**src/rtl/led_scan_ctrl.sv**
```systemverilog
`default_nettype none
// ============================================================================
// Module   : led_scan_ctrl
// Brief    : Row-scan sequencer driving an LED panel and its column counter.
// Revision : 1.0 - initial release
// ============================================================================
module led_scan_ctrl #(
  parameter int COL_W       = 5,
  parameter int ROW_W       = 4,
  parameter int SHOW_CYCLES = 64
) (
  input  logic             clk,
  input  logic             reset,
  input  logic             enable,
  input  logic             col_zero,
  output logic             col_inc,
  output logic             col_clr,
  output logic             sclk,
  output logic             latch,
  output logic             oe_n,
  output logic [ROW_W-1:0] row,
  output logic             frame_done
);

  localparam int CNT_W = $clog2(SHOW_CYCLES + 1);
  localparam logic [CNT_W-1:0] c_show_load = CNT_W'(SHOW_CYCLES - 1);

  if (COL_W < 1 || ROW_W < 1 || SHOW_CYCLES < 1) begin : g_param_check
    $error("led_scan_ctrl: COL_W, ROW_W and SHOW_CYCLES must all be >= 1");
  end

  typedef enum logic [2:0] {
    S_IDLE     = 3'd0,
    S_CLEAR    = 3'd1,
    S_SHIFT_LO = 3'd2,
    S_SHIFT_HI = 3'd3,
    S_LATCH    = 3'd4,
    S_SHOW     = 3'd5,
    S_NEXT     = 3'd6
  } state_t;

  state_t           state_q, state_d;
  logic [ROW_W-1:0] row_q, row_d;
  logic [CNT_W-1:0] show_cnt_q, show_cnt_d;
  logic             last_col_q, last_col_d;
  logic             frame_done_d;

  always_comb begin
    state_d    = state_q;
    row_d      = row_q;
    show_cnt_d = show_cnt_q;
    last_col_d = last_col_q;
    case (state_q)
      S_IDLE:     if (enable) state_d = S_CLEAR;
      S_CLEAR:    state_d = S_SHIFT_LO;
      // The counter moves on the falling edge, so its flag is settled here.
      S_SHIFT_LO: begin
        last_col_d = col_zero;
        state_d    = S_SHIFT_HI;
      end
      S_SHIFT_HI: state_d = last_col_q ? S_LATCH : S_SHIFT_LO;
      S_LATCH: begin
        state_d    = S_SHOW;
        show_cnt_d = c_show_load;
      end
      S_SHOW: begin
        if (show_cnt_q == '0) state_d = S_NEXT;
        else                  show_cnt_d = show_cnt_q - 1'b1;
      end
      S_NEXT:     state_d = enable ? S_SHIFT_LO : S_IDLE;
      default:    state_d = S_IDLE;
    endcase

    if (state_d == S_CLEAR)     row_d = '0;
    else if (state_d == S_NEXT) row_d = row_q + 1'b1;

    frame_done_d = (state_d == S_NEXT) && (&row_q);
  end

  // Outputs are decoded from the next state so they are registered yet
  // aligned with the state they belong to.
  always_ff @(posedge clk or negedge reset) begin
    if (!reset) begin
      state_q    <= S_IDLE;
      row_q      <= '0;
      show_cnt_q <= '0;
      last_col_q <= 1'b0;
      col_inc    <= 1'b0;
      col_clr    <= 1'b1;
      sclk       <= 1'b0;
      latch      <= 1'b0;
      oe_n       <= 1'b1;
      frame_done <= 1'b0;
    end else begin
      state_q    <= state_d;
      row_q      <= row_d;
      show_cnt_q <= show_cnt_d;
      last_col_q <= last_col_d;
      col_inc    <= (state_d == S_SHIFT_HI);
      col_clr    <= (state_d == S_IDLE) || (state_d == S_CLEAR);
      sclk       <= (state_d == S_SHIFT_HI);
      latch      <= (state_d == S_LATCH);
      oe_n       <= (state_d != S_SHOW);
      frame_done <= frame_done_d;
    end
  end

  assign row = row_q;

endmodule
`default_nettype wire
```
**config.mk**
```make
export PLATFORM = sky130hd
export DESIGN_NAME = led_scan_ctrl
export DESIGN_NICKNAME = d
export VERILOG_FILES = /design/src/rtl/led_scan_ctrl.sv
export SDC_FILE = /design/constraint.sdc
export NUM_CORES = 1
export LEC_CHECK = 0
export BUFFER_PORTS_ARGS = -buffer_cell sky130_fd_sc_hd__buf_2
export CORE_MARGIN = 4
export CORE_UTILIZATION = 30
export CTS_BUF_LIST = sky130_fd_sc_hd__clkbuf_8
export DETAILED_ROUTE_END_ITERATION = 10
export GPL_ROUTABILITY_DRIVEN = 0
export PLACE_DENSITY = 0.54
export REMOVE_ABC_BUFFERS = 1
export SLEW_MARGIN = 10
export SYNTH_ARGS = -nofsm -noshare
export SYNTH_HDL_FRONTEND = slang
export SYNTH_SLANG_ARGS = --single-unit
```
**constraint.sdc**
```tcl
create_clock -name clk -period 4.9 [get_ports clk]
set_input_delay 0.98 -clock clk [delete_from_list [all_inputs] [get_ports clk]]
set_output_delay 0.98 -clock clk [all_outputs]
set_load 0.1 [all_outputs]
```
Word level (Yosys, flattened, before mapping)
Cells that the tools add are included.
{ "classes": {"muxes": 9, "n_eq_ne": 12, "n_reduce_logical": 9, "n_addsub": 2} }
{ "ops": {"columns": ["operator", "count"], "rows": [
  ["one-hot mux 3 bit (7 select lines)", 1],
  ["equality test 3 bit, second input constant", 5],
  ["one-hot mux 7 bit (2 select lines)", 1],
  ["equality test 3 x 2 -> 1 bit, second input constant", 3],
  ["2-to-1 mux 3 bit", 3],
  ["2-to-1 mux 4 bit", 2],
  ["logical NOT 7 bit", 1],
  ["2-to-1 mux 7 bit", 1],
  ["subtractor 7 x 1 -> 7 bit, second input constant", 1],
  ["equality test 3 x 1 -> 1 bit, second input constant", 2],
  ["logical NOT 3 bit", 2],
  ["adder 4 x 1 -> 4 bit, second input constant", 1],
  ["AND reduction 4 bit", 1],
  ["nonzero test 2 bit", 2],
  ["!= test 3 bit, second input constant", 1],
  ["2-to-1 mux 2 bit", 1],
  ["!= test 2 bit, second input constant", 1],
  ["AND reduction 2 bit", 1],
  ["logical AND 1 bit", 1],
  ["logical OR 1 bit", 1]
]} }
{ "word_totals": {"output_inout_bits": 10, "input_bits": 4, "reg_bits": 20, "elab_cells": 41} }

Longest topological paths before layout
{ "logic_depth": {"depth_word": 6, "ltp_mapped": 6, "ltp_nobuf": 6} }

Worst setup path before layout
OpenSTA, ideal clock, no wires.
{ "synth_timing": {"path_kind": "reg2out", "from": "reg sclk", "to": "out sclk", "path_slack_ps": 2596, "stages_incl_launch_ff": 2, "required_ps": 3920, "arrival_time_ps": 1324, "path_buffers": 1, "cell_sequence": "dfrtp_1 > buf_4"} }
{ "synth_lines": {"columns": ["element", "line_no", "text"], "rows": [
  ["start: declaration", "18", "output logic sclk,"],
  ["start signal: assignment", "101", "sclk <= (state_d == S_SHIFT_HI);"]
]} }
No word-level cell between the ends.

Worst setup path after layout
{ "layout_timing": {"from": "reg show_cnt_q[0]", "to": "reg row_q[2] (netlist: row[2])"} }
{ "layout_between": {"elab_chain_len": 5, "elab_cells_between_ends": 7, "cone_classes": "eq/ne (2); mux (3); reduce/logical (2)"} }
{ "layout_rtl": {"columns": ["element", "line_no", "text"], "rows": [
  ["start: declaration", "44", "logic [CNT_W-1:0] show_cnt_q, show_cnt_d;"],
  ["start signal: assignment", "97", "show_cnt_q <= show_cnt_d;"],
  ["logical NOT 7 bit (*)", "67", "if (show_cnt_q == '0) state_d = S_NEXT;"],
  ["2-to-1 mux 3 bit (*)", "67", null],
  ["one-hot mux 3 bit (7 select lines) (*)", "53", "case (state_q)"],
  ["equality test 3 x 1 -> 1 bit / equality test 3 bit (equally long branches)", "74, 75", null],
  ["2-to-1 mux 4 bit / nonzero test 2 bit (equally long branches)", null, null],
  ["end signal: assignment", "96", "row_q <= row_d;"],
  ["end: declaration", "43", "logic [ROW_W-1:0] row_q, row_d;"]
]} }
Every way passes the cells marked *; elsewhere a longest branch is shown, timed or not.
A chain may end at the register's enable or synchronous reset.

==> flow_metrics.tcl <==
set metrics [dict create \
    outcome "finished clean" \
    worstPathCellList "inv_1 -> ha_1 -> or4b_4 -> or3_4 -> and2_4 -> a211o_1" \
    hold_viol 0 \
    sequentialPowerShare_pct 42.4 \
    swShare_pct 45.7 \
    cts_max_level 1 \
    worst_slew_pin_slew_ns 0.791 \
    io_pins 14 \
    path_max_fanout 6 \
    setup_slack_ns 2.65 \
    holdCritPathClass "flop to flop" \
    finish.utilization_pct 36.9 \
    setup_viol 0 \
    r2r-start "show_cnt_q[0]" \
    vias 783 \
    p_int_uw 361 \
    cp.arrival_ns 2.39 \
    startpoint "show_cnt_q[0]" \
    endpoint "row[2]" \
    synth_flop_cell "dfrtp_1" \
    power_frac_comb_pct 39.0 \
    drtPass1Iterations 4 \
    min_period_ns 2.25 \
    ctsResizeCount 0 \
    clock-sinks 20 \
    leakage_uw 0.000511 \
    finalCritPeriodShare_pct 45.9 \
    ys_types 35 \
    synthCells 100 \
    drtIter0Drc 21 \
    clk_pin_slew_ns 0.07 \
    ys_ff_latch 20 \
    ant_nets 0 \
    ctsHoldBuffers 0 \
    clock_skew_ns 0.00198 \
    fp.coreArea_sq_mm 0.00310 \
    antenna_found_initial 0 \
    routedWlPerCell_um 12.2 \
    endpoint_kind "flop" \
    fmaxAchievable_mhz 445 \
    port_buffers 13 \
    std_cell_rows 20 \
    cts_setup_buffers 0 \
    worst-path-stages 6 \
    cp_num_buf_inv 1 \
    maxSlewViolCount 0 \
    cts_root_buf "clkbuf_8" \
    hold_depth 1 \
    clock_latency_ns 0.26 \
    num-nets-final 119 \
    grt_pass1_wl_um 3240 \
    switchingPower_uw 303 \
    synthTopCellsByCount "dfrtp_1, o21ai_0, inv_1" \
    viasPerCell 5.02 \
    synth_top_cell_by_area "dfrtp_1" \
    initial_core_util_pct 32.0 \
    drt_wl_total_um 1900 \
    grt.overflow.total 0 \
    synth_area_leaders "dfrtp_1, o21ai_0, dfstp_2" \
    dp_hpwl_um 1350 \
    vdd_drop_max_mv 0.262 \
    yosysWarnings 0 \
    p_clk_share_pct 18.6 \
    drive_gt1_share_pct 23.2 \
    async_reset_ff_share_pct 100 \
    die_area_sq_mm 0.00430 \
    drcViolationCount 0 \
    synth_top_area_share_pct 45.3 \
    r2r_setup_slack_ns 2.65 \
    crit_family "simple AND/OR/NAND/NOR gates" \
    dpl-instance-area_sq_mm 0.00109 \
    place_ws_ns 2.62 \
    fp.dieW_um 65.5 \
    slew_headroom_pct 47.2 \
    grt_pass1_vias 693 \
    dp.cells 152 \
    fin_area_sq_mm 0.00115 \
    cts_made_buffers 3 \
    rr_endpoint "row[2]" \
    tns_ns 0 \
    critPathKind "flop to flop" \
    gr-usage-all-layers_pct 9.91 \
    power_density_mw_per_mm2 579 \
    grt_start_max_net_pins 21 \
    startpoint_type "flop" \
    required_ns 5.04 \
    syn_area_sq_um 993 \
    die-height_um 65.5 \
    stdcell_count 156 \
    rr_worst_depth 6 \
    yosysSeqAreaShare_pct 50.6 \
    cts_buffer_depth 2 \
    diodes 0 \
    max_stage_delay_ns 0.53 \
    crit_path_top_delay_cell "or4b_4" \
    grt_setup_unrepaired "false" \
    max-cap-violations 0 \
    synth_edf_count 0 \
    syn_avg_cell_area_sq_um 9.93 \
    cts_tree "done" \
    synth.most_common_cell "dfrtp_1" \
    syn_to_final_growth_pct 15.4 \
]
[flip-flops by register name (all words and copies together) (netlist names)]
register    flops
sclk            1
state_q         3
row             4
latch           1
col_clr         1
show_cnt_q      7
last_col_q      1
frame_done      1
oe_n            1
[metrics by stage]
stage | total power, uW | hold WS [ns]
after global routing | 711 | 0.575
after detailed placement | 543 | 0.521
final | 664 | 0.542
after floorplan | 486 | 0.490
after global placement | 539 | 0.509
after CTS | 673 | 0.539
[how the worst min path moves through the flow]
stage	from	to	slack, ns
floorplan	last_col_q	last_col_q	0.49
global placement	last_col_q	last_col_q	0.51
detailed placement	last_col_q	last_col_q	0.52
CTS	last_col_q	last_col_q	0.54
global route	last_col_q	last_col_q	0.58
finish	last_col_q	last_col_q	0.54
[area by class of cell]
type | count | area (sq um)
Inverter | 7 | 26.3
Multi-Input combinational cell | 68 | 442
Tap cell | 44 | 55.1
Clock buffer | 4 | 55.1
Sequential cell | 20 | 503
Timing Repair Buffer | 13 | 65.1
Fill cell | 333 | 1960
[routing by layer]
layer  global-route usage (%)  vias to the layer above  routed length, um
met2                     14.3                       18                812
li1                         -                      385                  -
met3                     2.56                        4                121
met5                        0                        -                  0
met4                     5.44                        0                 35
met1                     13.4                      376                927
[kinds of logic after synthesis]
logic type | share of synthesized area (%)
buffers and inverters | 4.91
adder cells (fa/ha/maj) | 2.52
multiplexers | 2.27
AND/OR/NAND/NOR | 21.8
XOR/XNOR | 0.882
AO/OA/AOI/OAI | 17.0
flip-flops | 50.6
[cells in the final DEF (no fill, tap or decap), types with 2 or more instances in the layout]
cell / instances
a21oi_1: 5
a22o_1: 3
buf_2: 13
clkbuf_8: 4
dfrtp_1: 18
dfstp_2: 2
ha_1: 2
inv_1: 7
mux2_2: 2
nand2_1: 5
nand3_1: 5
nor2_1: 6
nor3_1: 2
nor3b_1: 3
o211ai_1: 3
o21ai_0: 11
or2_2: 2
or4_1: 2
[power groups by stage]
stage	registers (uW)	logic, uW	clock network [uW]
detailed placement	282	260	0
global route	294	280	137
floorplan	381	105	0
CTS	280	261	132
finish	282	259	123
global placement	281	257	0
(Power assumes the default switching activity.)
